===== src/rtl/ultra_pkg.sv =====
// -----------------------------------------------------------------------------
// ultra_pkg
// Shared definitions for the ultrasonic ranging path: the capture FSM state
// type, default timing constants and the microsecond-to-centimetre divisor
// that the downstream distance stage also uses.
// -----------------------------------------------------------------------------
package ultra_pkg;

  typedef enum logic [2:0] {
    IDLE,
    TRIG,
    WAIT_RISE,
    MEASURE,
    DONE
  } ultra_state_e;

  localparam int unsigned DEF_CLK_HZ     = 100_000_000;
  localparam int unsigned US_DIV         = DEF_CLK_HZ / 1_000_000;
  localparam int unsigned DEF_TIMEOUT_US = 30_000;

  // Round-trip echo time per centimetre of range, in microseconds.
  localparam int unsigned CM_DIV = 58;

  // PCLK cycles per microsecond for a given clock frequency.
  function automatic int unsigned us_div_of(input int unsigned clk_hz);
    return clk_hz / 1_000_000;
  endfunction

endpackage


===== src/rtl/echo_sync_filter.sv =====
// -----------------------------------------------------------------------------
// echo_sync_filter
// Brings the raw asynchronous echo pin into the PCLK domain with a two-flop
// synchronizer, then debounces it: the filtered level only changes after
// FILT_LEN consecutive synchronized samples at the new value. Single-cycle
// rise/fall strobes are issued in the same cycle the filtered level changes.
//
// Ports:
//   PCLK    in   clock
//   PRESET  in   asynchronous active-high reset
//   echo_i  in   raw echo pin (asynchronous)
//   rise_o  out  one-cycle strobe, filtered echo went 0 -> 1
//   fall_o  out  one-cycle strobe, filtered echo went 1 -> 0
// -----------------------------------------------------------------------------
module echo_sync_filter
  import ultra_pkg::*;
#(
  parameter int unsigned FILT_LEN = 4
) (
  input  logic PCLK,
  input  logic PRESET,
  input  logic echo_i,
  output logic rise_o,
  output logic fall_o
);

  // The run counter holds 0..FILT_LEN-1 samples already seen at the new level.
  localparam int unsigned     CW       = (FILT_LEN > 1) ? $clog2(FILT_LEN) : 1;
  localparam logic [CW-1:0]   CNT_LAST = CW'(FILT_LEN - 1);

  logic          sync1_q;
  logic          sync2_q;
  logic          echo_f_q;
  logic          rise_q;
  logic          fall_q;
  logic [CW-1:0] run_q;

  // NOTE: every flop here uses <= so each stage samples the pre-edge value of
  // the one before it; blocking assignments would collapse the synchronizer.
  always_ff @(posedge PCLK or posedge PRESET) begin
    if (PRESET) begin
      sync1_q  <= 1'b0;
      sync2_q  <= 1'b0;
      echo_f_q <= 1'b0;
      rise_q   <= 1'b0;
      fall_q   <= 1'b0;
      run_q    <= '0;
    end else begin
      sync1_q <= echo_i;
      sync2_q <= sync1_q;
      rise_q  <= 1'b0;
      fall_q  <= 1'b0;
      if (sync2_q == echo_f_q) begin
        // Any sample back at the current level discards a partial run, so
        // pulses shorter than FILT_LEN never reach the filtered output.
        run_q <= '0;
      end else if (run_q == CNT_LAST) begin
        echo_f_q <= sync2_q;
        run_q    <= '0;
        rise_q   <= sync2_q;
        fall_q   <= ~sync2_q;
      end else begin
        run_q <= run_q + CW'(1);
      end
    end
  end

  assign rise_o = rise_q;
  assign fall_o = fall_q;

endmodule


===== src/rtl/ultra_echo_capture.sv =====
// -----------------------------------------------------------------------------
// ultra_echo_capture
// HC-SR04-style ranging front end. On start it drives a TRIG_US trigger
// pulse, waits for a filtered echo rising edge, then measures the echo high
// time in whole microseconds. Both the wait and the measurement are bounded by
// TIMEOUT_US; the result is presented with a one-cycle valid strobe.
//
// Ports:
//   PCLK      in   clock (CLK_HZ, integer multiple of 1 MHz)
//   PRESET    in   asynchronous active-high reset, aborts any measurement
//   start     in   one-cycle measurement request, ignored while busy
//   echo      in   raw sensor echo (asynchronous)
//   trig      out  registered trigger to the sensor
//   busy      out  measurement in progress (through the valid cycle)
//   valid     out  one-cycle result strobe
//   width_us  out  echo high time in microseconds, held until next valid
//   timeout   out  result hit a timeout, held until next valid
// -----------------------------------------------------------------------------
module ultra_echo_capture
  import ultra_pkg::*;
#(
  parameter int unsigned CLK_HZ     = DEF_CLK_HZ,
  parameter int unsigned TRIG_US    = 10,
  parameter int unsigned TIMEOUT_US = DEF_TIMEOUT_US,
  parameter int unsigned FILT_LEN   = 4,
  parameter int unsigned W          = 15
) (
  input  logic         PCLK,
  input  logic         PRESET,
  input  logic         start,
  input  logic         echo,
  output logic         trig,
  output logic         busy,
  output logic         valid,
  output logic [W-1:0] width_us,
  output logic         timeout
);

  localparam int unsigned   DIV        = us_div_of(CLK_HZ);
  localparam int unsigned   PW         = (DIV > 1) ? $clog2(DIV) : 1;
  localparam logic [PW-1:0] PRESC_LAST = PW'(DIV - 1);
  localparam logic [W-1:0]  TRIG_LAST  = W'(TRIG_US - 1);
  localparam logic [W-1:0]  TIMEOUT_W  = W'(TIMEOUT_US);

  ultra_state_e  state_q;
  logic [PW-1:0] presc_q;
  logic [W-1:0]  cnt_q;
  logic [W-1:0]  cnt_d;
  logic          res_to_q;
  logic          trig_q;
  logic          busy_q;
  logic          valid_q;
  logic [W-1:0]  width_q;
  logic          timeout_q;
  logic          us_tick;
  logic          rise;
  logic          fall;

  echo_sync_filter #(
    .FILT_LEN (FILT_LEN)
  ) u_filter (
    .PCLK   (PCLK),
    .PRESET (PRESET),
    .echo_i (echo),
    .rise_o (rise),
    .fall_o (fall)
  );

  assign us_tick = (presc_q == PRESC_LAST);

  // Shared microsecond counter value after this cycle's tick. One counter
  // serves TRIG length, the WAIT_RISE timeout and the echo width, since it is
  // cleared on every state entry.
  // NOTE: cnt_d is given a value on every path through this block, so it
  // synthesizes as pure logic rather than a latch.
  always_comb begin
    cnt_d = cnt_q;
    if (us_tick) cnt_d = cnt_q + W'(1);
  end

  always_ff @(posedge PCLK or posedge PRESET) begin
    if (PRESET) begin
      state_q   <= IDLE;
      presc_q   <= '0;
      cnt_q     <= '0;
      res_to_q  <= 1'b0;
      trig_q    <= 1'b0;
      busy_q    <= 1'b0;
      valid_q   <= 1'b0;
      width_q   <= '0;
      timeout_q <= 1'b0;
    end else begin
      valid_q <= 1'b0;
      presc_q <= us_tick ? '0 : presc_q + PW'(1);
      cnt_q   <= cnt_d;

      case (state_q)
        IDLE: begin
          presc_q <= '0;
          cnt_q   <= '0;
          // busy stays up through the valid cycle, so a start coinciding
          // with valid is dropped and the earliest restart is one cycle later.
          if (valid_q) busy_q <= 1'b0;
          if (start && !busy_q) begin
            state_q <= TRIG;
            trig_q  <= 1'b1;
            busy_q  <= 1'b1;
          end
        end

        TRIG: begin
          if (us_tick && cnt_q == TRIG_LAST) begin
            state_q <= WAIT_RISE;
            trig_q  <= 1'b0;
            cnt_q   <= '0;
            presc_q <= '0;
          end
        end

        WAIT_RISE: begin
          // Only an edge starts a measurement; an echo already high on entry
          // has to drop and rise again. A rise beats a coincident timeout.
          if (rise) begin
            state_q <= MEASURE;
            cnt_q   <= '0;
            presc_q <= '0;
          end else if (cnt_d == TIMEOUT_W) begin
            state_q  <= DONE;
            cnt_q    <= '0;
            res_to_q <= 1'b1;
            presc_q  <= '0;
          end
        end

        MEASURE: begin
          // cnt_d already includes a tick landing in the fall cycle, so the
          // width is floor(high cycles / DIV). A fall beats saturation.
          if (fall) begin
            state_q  <= DONE;
            res_to_q <= 1'b0;
            presc_q  <= '0;
          end else if (cnt_d == TIMEOUT_W) begin
            state_q  <= DONE;
            res_to_q <= 1'b1;
            presc_q  <= '0;
          end
        end

        DONE: begin
          state_q   <= IDLE;
          width_q   <= cnt_q;
          timeout_q <= res_to_q;
          valid_q   <= 1'b1;
          presc_q   <= '0;
        end

        default: begin
          state_q <= IDLE;
          trig_q  <= 1'b0;
          busy_q  <= 1'b0;
        end
      endcase
    end
  end

  assign trig     = trig_q;
  assign busy     = busy_q;
  assign valid    = valid_q;
  assign width_us = width_q;
  assign timeout  = timeout_q;

endmodule


===== config.mk =====
export PLATFORM = sky130hd
export DESIGN_NAME = ultra_echo_capture
export DESIGN_NICKNAME = d
export VERILOG_FILES = /design/src/rtl/ultra_pkg.sv /design/src/rtl/echo_sync_filter.sv /design/src/rtl/ultra_echo_capture.sv
export SDC_FILE = /design/constraint.sdc
export NUM_CORES = 1
export LEC_CHECK = 0
export ABC_AREA = 1
export CORE_AREA = 2 2 73 75
export DETAILED_ROUTE_END_ITERATION = 12
export DIE_AREA = 0 0 75 77
export PLACE_DENSITY = 0.78
export RECOVER_POWER = 100
export SETUP_SLACK_MARGIN = 0.1
export SYNTH_ARGS = -nofsm -noshare
export SYNTH_HDL_FRONTEND = slang
export SYNTH_SLANG_ARGS = --single-unit

===== constraint.sdc =====
create_clock -name PCLK -period 2.4 [get_ports PCLK]
set_input_delay 0.48 -clock PCLK [delete_from_list [all_inputs] [get_ports PCLK]]
set_output_delay 0.48 -clock PCLK [all_outputs]
set_load 0.05 [all_outputs]

* Word-level counts from Yosys, hierarchy flattened
Index checks and enable logic that the tools add are counted.
** Word-level totals
- Bits in registers :: 52
- Input port bits :: 4
- Output and inout bits :: 19
- Word-level logic and storage cells :: 82
** Cells by class
- Add/sub/neg operators :: 3
- Eq/ne operators :: 13
- Muxes and demuxes :: 34
- Bitwise operators :: 4
- Reductions and logical operators :: 13
** Operators with widths (number)
- $mux W15 :: 4
- $pmux W15 S3 :: 1
- $mux W7 :: 5
- $pmux W7 S4 :: 1
- $add A15 B1 Y15 const B :: 1
- $eq A15 B15 Y1 const B :: 1
- $eq A15 B4 Y1 const B :: 1
- $mux W3 :: 5
- $mux W1 :: 12
- $pmux W3 S4 :: 1
- $reduce_and A2 Y1 :: 4
- $add A7 B1 Y7 const B :: 1
- $eq A7 B7 Y1 const B :: 1
- $eq A3 B2 Y1 const B :: 2
- $ne A2 B2 Y1 const B :: 3
- $mux W2 :: 2
- $not A1 Y1 :: 4
- $pmux W1 S2 :: 2
- $reduce_or A4 Y1 :: 1
- $eq A3 B1 Y1 const B :: 1
- $eq A3 B3 Y1 const B :: 1
- $logic_not A3 Y1 :: 1
- $ne A3 B3 Y1 const B :: 1
- $pmux W1 S3 :: 1
- other kinds (9) :: 10

* Longest topological paths before layout
Gate-level depths: netlist of the first run.
- Depth in word-level cells :: 6
- Depth in mapped cells :: 16
- Gate-level depth less buffers :: 16

* Modules after synthesis
A second synthesis of the first run with hierarchy kept.
** Second synthesis, totals
- Cell total of the unflattened synthesis :: 373
- Area, all modules :: 2736.4 µm²
** Modules (own cells, without submodules)
- ultra_echo_capture :: instances 1, cells an instance 350, area an instance 2486.1 µm², sequential area each 1126.1 µm²
- echo_sync_filter :: instances 1, cells an instance 23, area an instance 250.2 µm², sequential area each 175.2 µm²

* Worst setup path before layout of the first run
No wires, ideal clock.
- Kind :: register to register
- Start :: register cnt_q[0]
- End :: register presc_q[3]
- Library setup time :: 0.120 ns
- Arrival time :: 1.796 ns
- Required time :: 2.280 ns
- Setup slack :: 0.483 ns
- Cell stages (with the launch flop) :: 13
- Buffers on the path :: 0
- Period minus slack after synthesis :: 1.917 ns
- Cell sequence :: dfrtp_1 > ha_1 > nand3_1 > nor2_2 > nand4_1 > nand2_1 > nand2_1 > nor3_2 > nand2_1 > nand2_2 > nand2_4 > nor2_8 > nor2_2
** On the way
- Word-level cells in the longest chain between the ends :: 6
- Elaborated cells between the ends (all ways) :: 10
- Classes of those cells :: 1 x add/sub; 2 x eq/ne; 6 x mux; 1 x reduce/logical
** Ends and longest elaborated chain
- start: declaration :: line ultra_echo_capture.sv:47 : logic [W-1:0] cnt_q;
- start signal: assignment :: line ultra_echo_capture.sv:95 : cnt_q <= cnt_d;
- $add A15 B1 Y15 :: line ultra_echo_capture.sv:78 : if (us_tick) cnt_d = cnt_q + W'(1);
- $mux W15 :: line ultra_echo_capture.sv:78
- $eq A15 B15 Y1 :: line ultra_echo_capture.sv:127, ultra_echo_capture.sv:142
- $mux W7 :: line ultra_echo_capture.sv:127, ultra_echo_capture.sv:142
- $mux W7, on equally long branches :: line ultra_echo_capture.sv:138, ultra_echo_capture.sv:123
- $pmux W7 S4 (*) :: line ultra_echo_capture.sv:97 : case (state_q)
- end signal: assignment :: line ultra_echo_capture.sv:94 : presc_q <= us_tick ? '0 : presc_q + PW'(1);
- end: declaration :: line ultra_echo_capture.sv:46 : logic [PW-1:0] presc_q;
Every way passes the cells marked *; elsewhere a longest branch is shown, timed or not.
A chain may end at the register's enable or synchronous reset.

* Final worst setup path of the first run
- Start :: register presc_q[2]
- End :: register presc_q[4]
** On the way
- Word-level cells in the longest chain between the ends :: 6
- Elaborated cells between the ends (all ways) :: 11
- Classes of those cells :: 1 x add/sub; 2 x eq/ne; 7 x mux; 1 x reduce/logical
** Ends and longest elaborated chain
- $eq A7 B7 Y1 :: line ultra_echo_capture.sv:69 : assign us_tick = (presc_q == PRESC_LAST);
- $mux W15 :: line ultra_echo_capture.sv:78
- $eq A15 B15 Y1 :: line ultra_echo_capture.sv:127, ultra_echo_capture.sv:142
- $mux W7 :: line ultra_echo_capture.sv:127, ultra_echo_capture.sv:142
- $mux W7, on equally long branches :: line ultra_echo_capture.sv:138, ultra_echo_capture.sv:123
- $pmux W7 S4 (*) :: line ultra_echo_capture.sv:97
Marked as above.

==> reports/results.txt, run 1 <==
The H-tree was split into 2 levels. Power spread over the standard cell area amounts to 467 nW/um2. Across all layers, the routed design uses 2499 vias. The first routing iteration left 219 violations. The critical path runs through a total of 15 cells. The largest single stage delay on the critical path is 0.44 ns. The post-place instance area is 3120 um2, and the placement row count is 26.

The fraction of power spent switching nets was 22.0%. The logs give 0 for the number of antenna-violating nets in the routed design and 21.4% for the global-route usage over all layers. The most used flip-flop cell after synthesis is sky130_fd_sc_hd__dfrtp_1. The flow ran to the end, and the final reports show no timing, DRC or antenna violations.

Dividing the detail-routed via count by the number of cells gives 5.35. For the post-synth net total, the log shows 369. After layout, the worst path uses 95.0% of the clock period.

For this design, the slowest cell found on the critical path is sky130_fd_sc_hd__dfrtp_2. The die is 75 um wide. The tool flagged a number of max-cap violations equal to 0. Measured against its own limit, the worst slew margin works out to 46.4%. For this run, the number of standard cells in the final layout without fillers is 467. The first global-routing pass estimated 9600 um of wire. Number of buffers and inverters on the critical path: 1. The shortest period the worst path allows is 2.28 ns.

The capturing element type of the critical path is a flop. For the worst setup path, the data arrival time is 2.48 ns. The worst hold path was traced through 0 stages. The gate family responsible for the most delay along the worst path was simple AND/OR/NAND/NOR gates. The path type of the worst min-delay path is reg2reg. At the end of routability-driven placement, the weighted congestion stood at 0.826. For this design the total switching power over the nets is 349 uW.

The tools report the worst ir drop on vdd as 0.000390 V. For the pin with the worst max-slew slack, the measured transition is 0.803 ns. After synthesis, the share of flip-flops with an asynchronous set or reset is 100%. Hold is met by 0.362 ns. For met2 alone, demand over resource in global routing was 35.2%. Cell internal power was estimated by the tool at 1.24 mW. For the clock insertion delay at the later pin of the skew report, the log shows 0.31 ns.

The proportion of netlist area held by the largest area contributor is 46.3%. The fraction of met3 tracks used by global routing came out at 4.34%. Once placement completed, the tool counted placed cells totaling 450. The first-pass iteration count of the detailed router was 5; the setup slack of the critical path after layout was 0.119 ns. The run gives 2210 as the number of global-route vias before repair. The element type at the critical path start is a flop. The die covers 5780 um2. The run gives 2 as the number of buffers between clock root and the deepest sink. The number of enable-type register cells in the synthesized netlist is 0, and the required time of the critical path is 2.60 ns.

After the last flow step, the layout net total stands at 404. The number of sinks driven by the clock tree is 52, and the final number of hold-violating endpoints is 0. The run gives 438 MHz as the maximum clock rate. Cells with a size suffix above 1 make up 17.6% of the layout. The initial core utilization was 56.5%; the met1 usage in global routing was 27.6%. The tree is rooted in a sky130_fd_sc_hd__clkbuf_8. Entering global routing, the biggest net connects 33 pins.

In this run, the clock network consumes 37.8% of the power. After routing, the total negative slack on setup checks comes to 0 ns. During synthesis, Yosys emitted a total of 0 warnings. The number of I/O port buffers is 22. Walking the worst path, the cells encountered are nor2_4 > nand2_4 > nor2_4 > clkbuf_16 > nand3_2 > nand2_2 > nand2_2 > nor2_2 > nand3_2 > nor2_2 > nand2_2 > nand2_4 > nand2_4 > nor2_8 > nor2_2.

The average instance area after synthesis came out at 7.79 um2. The number of antenna violations at the first check in global routing is 0. For the overall routed net length, the log shows 6210 um. The relative contribution of sequential cells to total power is 57.7%, and the instance count of the mapped netlist is 361. After synthesis, the netlist uses 30 different library cells. Counting flops and latches in the post-synthesis netlist gives 52.

After routing the design area is 3390 um2. For this design the top-level I/O count stands at 23. Summed over all nets, the half-perimeter wirelength after detailed placement is 4190 um.

The cell count of the worst reg-to-reg path was 15. The total clock buffers created by CTS is 5, and the DRC violation count after routing is 0. The logs give 1.59 nW for the leakage component of the power and 0 for the antenna diode count. The clock arrives with 0.0110 ns of skew. For the setup-violating endpoint count in the final report, the log shows 0.

The sequential cells in the finished layout cover a total of 1300 um2. The cell with the most instances after synthesis was sky130_fd_sc_hd__nand2_1. After clock tree synthesis, the clock-pin slew on the worst setup and hold paths is 0.09 ns. The critical path in this run is classified as reg2reg. Setup repair after global routing could not meet its margin everywhere. The portion of the post-synthesis area used by sequential elements is 46.3%. After global routing the overflow that remains totals 0.

The multi-input combinational cells in the finished layout cover a total of 1350 um2. The synthesis-to-layout area growth is 20.7%. The region available for standard cell placement spans 4980 um2. Largest fanout of any net on the critical path: 6. At the placement stage, the worst setup path has a slack of 0.113 ns.

Ranked by total cell area, the synthesized netlist is headed by sky130_fd_sc_hd__dfrtp_1 46%, sky130_fd_sc_hd__nand2_1 13%, sky130_fd_sc_hd__inv_1 6.3%, sky130_fd_sc_hd__nor2_1 4.8%, sky130_fd_sc_hd__nand3_1 4.3%. Busiest layer in global routing: met2. After detailed routing, the average wire length per cell comes to 13.3 um. The filler cells instantiated in the layout total 417. TritonCTS built the clock tree.

The cell accounting for the most synthesized area is sky130_fd_sc_hd__dfrtp_1. The mapped netlist covers 2810 um2. Counting instances in the post-synthesis netlist gives the leading cell types as 96 x sky130_fd_sc_hd__nand2_1, 52 x sky130_fd_sc_hd__dfrtp_1, 47 x sky130_fd_sc_hd__inv_1, 36 x sky130_fd_sc_hd__nor2_1, 24 x sky130_fd_sc_hd__nand3_1.

The number of pins exceeding their max-slew limit in the final report was 0; the relative contribution of combinational cells to total power was 4.5%. The die outline height is 77 um.
## final timing paths
check,startpoint,to,slack [ns]
max,presc_q[2]$_DFF_PP0_,presc_q[4]$_DFF_PP0_,0.12
min,u_filter.sync1_q$_DFF_PP0_,u_filter.sync2_q$_DFF_PP0_,0.36
max reg2reg,presc_q[2]$_DFF_PP0_,presc_q[4]$_DFF_PP0_,0.12
min reg2reg,u_filter.sync1_q$_DFF_PP0_,u_filter.sync2_q$_DFF_PP0_,0.36
max in group asynchronous,PRESET,cnt_q[13]$_DFF_PP0_,0.60
min in group asynchronous,PRESET,busy$_DFFE_PP0P_,0.73
## final cells by class
cell class | instances | share of cell area, %
clock inverter | 2 | 1.03
clock buffer | 6 | 2.14
sequential | 52 | 38.4
timing repair buffer | 36 | 10.8
multi-input combinational | 252 | 39.6
inverter | 49 | 5.42
tap | 70 | 2.58
## power by group through the flow
stage | Combinational [mW] | Sequential [mW] | Clock (mW)
CTS | 0.0758 | 0.914 | 0.600
finish | 0.0717 | 0.915 | 0.599
detailed placement | 0.0769 | 0.931 | 0
global placement | 0.0697 | 0.929 | 0
global route | 0.0871 | 0.918 | 0.634
floorplan | 0.0530 | 0.927 | 0
## per-layer routing
metal  share of wire, %  wire length [um]  vias to the layer above
met4                2.3               143                        0
met5                  0                 0                        -
li1                   -                 -                     1220
met2                 50              3120                      100
met1                 42              2590                     1162
met3                5.6               347                       17
## worst register-to-register path, cell delays in order (launching register included)
cell                        delay [ns]
sky130_fd_sc_hd__dfrtp_2          0.44
sky130_fd_sc_hd__nor2_4           0.16
sky130_fd_sc_hd__nand2_4          0.07
sky130_fd_sc_hd__nor2_4           0.26
sky130_fd_sc_hd__clkbuf_16        0.21
sky130_fd_sc_hd__nand3_2          0.06
sky130_fd_sc_hd__nand2_2          0.10
sky130_fd_sc_hd__nand2_2          0.06
sky130_fd_sc_hd__nor2_2           0.11
sky130_fd_sc_hd__nand3_2          0.09
sky130_fd_sc_hd__nor2_2           0.13
sky130_fd_sc_hd__nand2_2          0.09
sky130_fd_sc_hd__nand2_4          0.10
sky130_fd_sc_hd__nand2_4          0.08
sky130_fd_sc_hd__nor2_8           0.17
sky130_fd_sc_hd__nor2_2           0.05
## repair_timing
| item | CTS | global route |
|---|---|---|
| pin swaps | 0 | 20 |
| hold endpoints to repair | 0 | 0 |
| hold buffers | 0 | 0 |
| resized for setup | 1 | 21 |
| setup buffers | 0 | 6 |
| cloned | 0 | 3 |
| setup endpoints to repair | 5 | 15 |
## placed cells by master, fill, tap and decap left out, types with 2 or more instances in the layout
cell and instances:
sky130_fd_sc_hd__a31oi_1 15, sky130_fd_sc_hd__ha_1 3, sky130_fd_sc_hd__o21ai_0 21, sky130_fd_sc_hd__nor2_4 3
sky130_fd_sc_hd__a21oi_1 4, sky130_fd_sc_hd__nor2_2 15, sky130_fd_sc_hd__inv_2 3, sky130_fd_sc_hd__buf_4 9
sky130_fd_sc_hd__clkbuf_1 2, sky130_fd_sc_hd__nand3_1 21, sky130_fd_sc_hd__clkbuf_8 5, sky130_fd_sc_hd__nand2_4 4
sky130_fd_sc_hd__nor2_1 30, sky130_fd_sc_hd__nand2_2 13, sky130_fd_sc_hd__nand4_1 9, sky130_fd_sc_hd__dlygate4sd3_1 21
sky130_fd_sc_hd__dfrtp_1 51, sky130_fd_sc_hd__nand2_1 89, sky130_fd_sc_hd__clkbuf_16 2, sky130_fd_sc_hd__inv_1 46
sky130_fd_sc_hd__nand3_2 7, sky130_fd_sc_hd__nor3_1 6, sky130_fd_sc_hd__xor2_1 3
## sequential cells by signal (all words and copies together) (netlist names)
| name | count |
|---|---|
| u_filter.sync1_q | 1 |
| busy | 1 |
| width_us | 15 |
| cnt_q | 15 |
| u_filter.echo_f_q | 1 |
| u_filter.run_q | 2 |
| state_q | 3 |
| u_filter.sync2_q | 1 |
| u_filter.rise_o | 1 |
| trig | 1 |
| res_to_q | 1 |
| u_filter.fall_o | 1 |
| presc_q | 7 |
| timeout | 1 |
| valid | 1 |
## logic make-up (layout without fill, tap and decap cells)
logic type	Yosys count	in the layout	synth area share, %
flops	52	52	46.3
buf+inv	58	93	8.59
fa+ha+maj	4	4	1.78
simple gates	200	201	33.5
xor+xnor	4	4	1.25
compound gates	43	43	8.59
## per-stage QoR
| step | utilization, % | power, mW |
|---|---|---|
| CTS | 64.9 | 1.59 |
| global placement | 62.7 | 0.999 |
| global route | 68.2 | 1.64 |
| floorplan | - | 0.980 |
| detailed placement | 62.7 | 1.01 |
| finish | 68.2 | 1.59 |
Note: power is estimated with default switching activity, not from simulation.
==> run 2: changes to the inputs <==
--- a/config.mk
+++ b/config.mk
@@ -6,12 +6,13 @@
 export NUM_CORES = 1
 export LEC_CHECK = 0
 export ABC_AREA = 1
-export CORE_AREA = 2 2 73 75
+export ABC_CLOCK_PERIOD_IN_PS = 2400
+export CORE_AREA = 3 3 74 76
 export DETAILED_ROUTE_END_ITERATION = 12
-export DIE_AREA = 0 0 75 77
+export DIE_AREA = 0 0 77 79
 export PLACE_DENSITY = 0.78
 export RECOVER_POWER = 100
-export SETUP_SLACK_MARGIN = 0.1
+export SETUP_SLACK_MARGIN = 0.2
 export SYNTH_ARGS = -nofsm -noshare
 export SYNTH_HDL_FRONTEND = slang
 export SYNTH_SLANG_ARGS = --single-unit
==> reports/results.txt, run 2 (synthesis results as in run 1) <==
The run finished with clean final reports. Footprint of the flip-flops and latches: 1310 um2. Dividing total power by cell area gives a power density of 432 nW/um2.

Setup repair after global routing could not meet its margin everywhere. Number of pins exceeding their max-slew limit in the final report: 0. The die is 77 um wide. The analysis attributes to cell leakage a power of 1.64 nW. The routed layout has 2532 vias. The logs give 370 for the fill cell instance count of the final layout and 407 for the final net count. Static timing analysis puts the maximum clock frequency at 431 MHz. The worst-margin pin slew works out to 1.25 ns. The number of design-rule violations left by the first detailed-router iteration is 321. Final hold analysis gives a worst-case slack of 0.364 ns.

At the worst endpoint, the arrival time is 2.53 ns. In the routed layout, each cell is associated on average with a via count of 5.42. TritonCTS built the clock tree.

The number of global-route vias before repair was 2325; the number of antenna-violating nets in the routed design was 0. The required time of the critical path was 2.60 ns; the share of cells above drive strength 1 was 20.8%. The run gives 6280 um as the overall routed net length. The worst setup path is of the reg2reg kind.

Clock latency on the worst-skew pair, taken at its later pin, is 0.31 ns. In this run the worst path has a maximum fanout of 6. The synthesis-to-layout area growth is 23.2%. The logs give 0 for the number of max-cap violations and 0 for the overall overflow remaining after global route. Entering global routing, the biggest net connects 53 pins. After floorplanning, the core was divided into 25 placement rows. The HPWL after detailed placement was 3950 um.

On the critical path, the stage with the largest delay is an instance of sky130_fd_sc_hd__dfrtp_1. The tools report the post-place instance area as 3120 um2. The number of antenna violations at the first check in global routing is 0. Prior to clock tree synthesis, the placed netlist has a worst setup slack of 0.156 ns.

In the final layout, the multi-input gates occupy 1400 um2. Global routing used 20.3% of the available tracks across all layers. The I/O pin total is 23.

CTS placed an instance of sky130_fd_sc_hd__clkbuf_8 at the clock tree root. Leaving out fill and tap cells, the most frequent cell in the layout is sky130_fd_sc_hd__nand2_1. The wire length of the first global-routing pass was 9930 um; the shortest period the worst path allows was 2.32 ns.

Clock-pin slew was measured on the worst setup and hold paths at 0.09 ns. The final number of hold-violating endpoints was 0. Measured on the finished design, the core utilization comes to 72.4%. TritonCTS created 5 clock buffers.

The library cells used most frequently in the layout, excluding fill and tap cells, are 84 x sky130_fd_sc_hd__nand2_1, 47 x sky130_fd_sc_hd__dfrtp_1, 45 x sky130_fd_sc_hd__inv_1, 32 x sky130_fd_sc_hd__nor2_1. The number of hold buffers added after CTS was 0. Once layout is complete, the cells apart from fillers number 467. The number of I/O port buffers is 22, and the area of the placeable core is 4790 um2.

The biggest cell delay along the critical path came out at 0.45 ns. In this run the worst hold path is classified as reg2reg. The clock arrives with 0.00371 ns of skew. Counting tap cells, the placed design contains a total of 446 instances. The die outline height is 79 um, and the die footprint is 6080 um2. The run gives 52 as the number of sinks driven by the clock tree. After detailed routing, the number of remaining DRC violations is 0. For the setup slack of the critical path after layout, the log shows 0.0779 ns. CTS H-tree depth: 2. The worst max-slew margin expressed relative to the limit is 16.5%. The repair_antennas step left the layout with diodes totalling 0. Cell seen most often among critical-path stages: sky130_fd_sc_hd__nand2_4. The signal on the critical path passes through nor2_4 > nand2_4 > nor2_4 > buf_12 > nand2_4 > nand2_2 > nand2_1 > nor2_1 > nand3_1 > nor2_1 > nand2_2 > nand2_4 > nand2_4 > nor2_8 > nor2_2. Across the VDD grid, the largest voltage drop is 0.000555 V. Setup violations remaining at the end of the flow were counted as 0. For the final standard cell area without fillers, the log shows 3460 um2. The post-route clock period utilization works out to 96.8%. The run gives 5 as the first-pass iteration count of the detailed router.

The number of buffers between clock root and the deepest sink was 2; the placer's final routability congestion estimate was 0.838. The worst setup path is launched from a flop. STA classifies the critical path endpoint as a flop. In the final routed layout, each cell accounts on average for 13.4 um. For the initial core utilization, the log shows 58.7%.
## run 2: critical path: cells and delay by family, from the launching register on
family / cells / cell delay [ns]
DFF: 1 / 0.45
and+or+nand+nor: 14 / 1.59
buffers and inverters: 1 / 0.17
## run 2: routing by layer
metal,GRT usage (%),part of all wire (%)
met5,0,0
met1,25.0,41
met4,7.30,2.3
met3,3.63,6.4
met2,36.1,51
## run 2: area by class of cell
cell class | instances | share of cell area (%)
multi-input combinational | 252 | 40.5
sequential | 52 | 37.7
timing repair buffer | 39 | 11.3
inverter | 49 | 5.31
tap | 67 | 2.42
clock buffer | 6 | 2.38
clock inverter | 2 | 0.289
## run 2: worst paths after layout
path                                            start                         end  slack (ns)  depth (start not counted)
min in group asynchronous                      PRESET        presc_q[1]$_DFF_PP0_        1.02                          3
max                              presc_q[2]$_DFF_PP0_        presc_q[5]$_DFF_PP0_        0.08                         15
min                        u_filter.sync1_q$_DFF_PP0_  u_filter.sync2_q$_DFF_PP0_        0.36                          0
min reg2reg                u_filter.sync1_q$_DFF_PP0_  u_filter.sync2_q$_DFF_PP0_        0.36                          0
max in group asynchronous                      PRESET          cnt_q[0]$_DFF_PP0_        0.54                          3
max reg2reg                      presc_q[2]$_DFF_PP0_        presc_q[5]$_DFF_PP0_        0.08                         15
## run 2: report_power, final
group,switching (mW),total (mW),internal [mW],leakage [nW]
combinational,0.0423,0.0675,0.0252,0.913
clock,0.284,0.515,0.231,0.0510
sequential,0.0135,0.913,0.900,0.681
total,0.340,1.50,1.16,1.64
## run 2: per-stage QoR
step                setup TNS (ns)  total power, mW
floorplan                        0            0.980
global placement                 0             1.00
detailed placement               0             1.01
CTS                              0             1.52
global route                -0.902             1.57
finish                           0             1.50
## run 2: timing repair
action | 4_1_cts | 5_1_grt
gates cloned | 0 | 3
pin swaps | 1 | 26
setup endpoints to repair | 12 | 14
resized for setup | 3 | 39
buffers inserted | 1 | 9
==> run 3: changes to the inputs <==
--- a/config.mk
+++ b/config.mk
@@ -6,12 +6,13 @@
 export NUM_CORES = 1
 export LEC_CHECK = 0
 export ABC_AREA = 1
-export ABC_CLOCK_PERIOD_IN_PS = 2400
-export CORE_AREA = 3 3 74 76
+export ABC_CLOCK_PERIOD_IN_PS = 2800
+export CORE_AREA = 2 2 72 74
 export DETAILED_ROUTE_END_ITERATION = 12
-export DIE_AREA = 0 0 77 79
-export PLACE_DENSITY = 0.78
+export DIE_AREA = 0 0 74 76
+export PLACE_DENSITY = 0.8
 export RECOVER_POWER = 100
+export REMOVE_ABC_BUFFERS = 1
 export SETUP_SLACK_MARGIN = 0.2
 export SYNTH_ARGS = -nofsm -noshare
 export SYNTH_HDL_FRONTEND = slang
==> constraint.sdc (replaced) <==
create_clock -name PCLK -period 2.8 [get_ports PCLK]
set_input_delay 0.56 -clock PCLK [delete_from_list [all_inputs] [get_ports PCLK]]
set_output_delay 0.56 -clock PCLK [all_outputs]
set_load 0.05 [all_outputs]
==> reports/results.txt, run 3 (synthesis results as in run 1) <==
The sequential cells in the finished layout cover a total of 1300 um2. Across all register-to-register paths, the minimum setup slack is 0.43 ns. The number of antenna violations at the first check in global routing was 0. Row generation in the floorplan step produced 26 rows. The signal on the critical path passes through ha_1 > nand2_1 > nor2_4 > nand3_1 > inv_1 > nand3_1 > nand2_1 > nand2_1 > nor2_1 > nand2_1 > nand2_1 > nand2_4 > nor2_8 > nor2_1.

The overall routed net length came out at 5660 um. The mean routed wirelength per cell is 12.4 um. The reg-to-reg startpoint was presc_q[0]$_DFF_PP0_. Setup repair after global routing left no endpoint under its margin. Counting tap cells, the placed design contains a total of 447 instances. The clock period could shrink to 2.37 ns. For this run, design rule violations remaining after detail routing come to 0. For the worst ir drop on vdd, the log shows 0.000379 V. The leading cell type in the layout, fill and taps excluded was sky130_fd_sc_hd__nand2_1. In this run the number of H-tree levels came out at 2. For this run, global-route usage on met3 was measured as 4.23%.

The congestion estimate from routability-driven global placement came to 0.925. For the post-place instance area, the log shows 3080 um2. The tools report the startpoint of the worst setup timing path as presc_q[0]$_DFF_PP0_. Clock-pin slew was measured on the worst setup and hold paths at 0.09 ns. The final standard cell area without fillers is 3170 um2, and the number of I/O port buffers is 22. The tools report the sum of negative setup slack as 0 ns. The logs give 4040 um for the HPWL after detailed placement and 2.56 ns for the arrival time reported for the critical path endpoint. Along the worst path, the maximum fanout reaches 11. In this run, CTS created clock tree buffers numbering 5.

The biggest cell delay along the critical path came out at 0.37 ns. The first-pass iteration count of the detailed router is 4, and the die outline height is 76 um. The tools report the overall overflow remaining after global route as 0. The run finished with clean final reports.

The pin count of the biggest net entering global routing was 53; the initial core utilization was 57.2%. For the global-route usage over all layers, the log shows 21.8%. After layout, the worst path uses 84.5% of the clock period. The capture point of the worst reg-to-reg path was presc_q[3]$_DFF_PP0_.

The global routing stage identified its most utilized layer as met2. The count of cells along the worst hold path was 0; the antenna diode count was 0. The met1 usage in global routing is 27.1%, and the setup-violating endpoint count in the final report is 0. The tool flagged a number of max-cap violations equal to 0.

The multi-input combinational cells in the finished layout cover a total of 1260 um2. The root buffer cell chosen for the clock tree is sky130_fd_sc_hd__clkbuf_8. Static timing analysis puts the maximum clock frequency at 423 MHz. The clock net in this run drives a total of 52 sinks.

The gate family responsible for the most delay along the worst path was simple AND/OR/NAND/NOR gates. The analysis attributes to cell leakage a power of 1.52 nW. In this run the remaining antenna-violating nets after routing total 0. The run gives 5620 um2 as the die footprint. The cell seen most often among critical-path stages is sky130_fd_sc_hd__nand2_1. The final number of hold-violating endpoints came out at 0. The detailed router finished its first iteration with 159 violations. The required time of the critical path is 2.99 ns. Slowest cell on the critical path: sky130_fd_sc_hd__dfrtp_1.

The number of buffers and inverters on the critical path was 1. The run gives 2264 as the number of global-route vias before repair. The top cell types in the final layout, fill and taps aside, are 98 x sky130_fd_sc_hd__nand2_1, 52 x sky130_fd_sc_hd__dfrtp_1, 46 x sky130_fd_sc_hd__inv_1, 40 x sky130_fd_sc_hd__nor2_1, 24 x sky130_fd_sc_hd__nand3_1. Final net count: 393.

23 I/O pins were placed. The width of the chip is 74 um. In this run the worst hold path is classified as reg2reg.

Fill cells in the final layout number 446. The share of cells above drive strength 1 works out to 9.07%. The number of cells on the worst reg-to-reg path is 14. The number of pins exceeding their max-slew limit in the final report is 0. The capturing element type of the critical path is a flop. The worst-margin pin slew came out at 1.26 ns.

TritonCTS built the clock tree. Global routing used 37.1% of the available met2 tracks. The number of buffers between clock root and the deepest sink was 2; the number of vias after detailed routing was 2342. The run gives 456 as the final cell count without fillers. The end of the critical path was presc_q[3]$_DFF_PP0_. The first global-routing pass estimated 9690 um of wire.

The worst max-slew margin expressed relative to the limit was 16.2%; the per-cell via count in the routed design was 5.14. The worst setup path is launched from a flop. Power spread over the standard cell area amounts to 405 nW/um2.

The clock insertion delay at the later pin of the skew report is 0.30 ns. The total area inside the core boundary comes to 4910 um2. Start-to-end type of the worst setup path: reg2reg.

From synthesis to final layout, the design area changed by 12.6%. The critical path crosses 14 cells after its start point. For this design, the CTS-stage hold fixing added 0 buffers. Between clock sinks in the finished design, the worst skew comes to 0.00687 ns.
==> run 3: cell types whose count changed in the layout (fill, tap and decap cells not counted), sizes merged <==
cell,delta
clkbuf,-4
buf,-9
clkinvlp,+1
nand2,-1
nor2,+1
clkinv,-2
==> run 3: where the power goes <==
| part | switching [mW] | internal [mW] |
|---|---|---|
| combinational | 0.0383 | 0.0218 |
| clock | 0.237 | 0.201 |
| sequential | 0.0119 | 0.771 |
| total | 0.287 | 0.994 |
==> run 3: routing by layer <==
| layer | vias up | share of wire, % |
|---|---|---|
| li1 | 1200 | - |
| met1 | 1075 | 44 |
| met2 | 55 | 49 |
| met3 | 12 | 4.0 |
| met4 | 0 | 2.1 |
| met5 | - | 0 |
==> run 3: how the worst min path moves through the flow <==
stage / start / end / slack (ns)
5_1_grt: u_filter.sync1_q$_DFF_PP0_ / u_filter.sync2_q$_DFF_PP0_ / 0.38
2_1_floorplan: u_filter.sync1_q$_DFF_PP0_ / u_filter.sync2_q$_DFF_PP0_ / 0.33
6_report: u_filter.sync1_q$_DFF_PP0_ / u_filter.sync2_q$_DFF_PP0_ / 0.37
3_3_place_gp: u_filter.sync1_q$_DFF_PP0_ / u_filter.sync2_q$_DFF_PP0_ / 0.34
3_5_place_dp: u_filter.sync1_q$_DFF_PP0_ / u_filter.sync2_q$_DFF_PP0_ / 0.35
4_1_cts: u_filter.sync1_q$_DFF_PP0_ / u_filter.sync2_q$_DFF_PP0_ / 0.38
==> run 3: what timing repair did <==
item / in CTS / in global routing
gates resized for setup: 0 / 0
setup endpoints to repair: 0 / 7
buffers inserted: 0 / 0
hold endpoints to repair: 0 / 0
==> run 3: per-stage QoR <==
stage	power, mW	hold WS [ns]	worst slack [ns]	utilization (%)
floorplan	0.840	0.331	0.716	-
global placement	0.854	0.341	0.499	62.8
detailed placement	0.862	0.352	0.423	62.8
CTS	1.30	0.378	0.398	64.7
global route	1.34	0.384	0.149	64.5
finish	1.28	0.372	0.434	64.5
==> run 3: final cells by class <==
type | count | share of cell area [%]
clock buffers | 7 | 2.73
clock inverters | 1 | 0.237
inverters | 49 | 5.81
multi-input cells | 252 | 39.8
flip-flops and latches | 52 | 41.1
well taps | 70 | 2.77
repair buffers | 25 | 7.59
==> run 3: worst reg2reg max path, stage by stage (launching register included) <==
cell and delay, ns:
sky130_fd_sc_hd__dfrtp_1 0.37, sky130_fd_sc_hd__ha_1 0.25, sky130_fd_sc_hd__nand2_1 0.17, sky130_fd_sc_hd__nor2_4 0.30, sky130_fd_sc_hd__nand3_1 0.15, sky130_fd_sc_hd__inv_1 0.09
sky130_fd_sc_hd__nand3_1 0.07, sky130_fd_sc_hd__nand2_1 0.11, sky130_fd_sc_hd__nand2_1 0.06, sky130_fd_sc_hd__nor2_1 0.13, sky130_fd_sc_hd__nand2_1 0.08, sky130_fd_sc_hd__nand2_1 0.15
sky130_fd_sc_hd__nand2_4 0.10, sky130_fd_sc_hd__nor2_8 0.16, sky130_fd_sc_hd__nor2_1 0.06
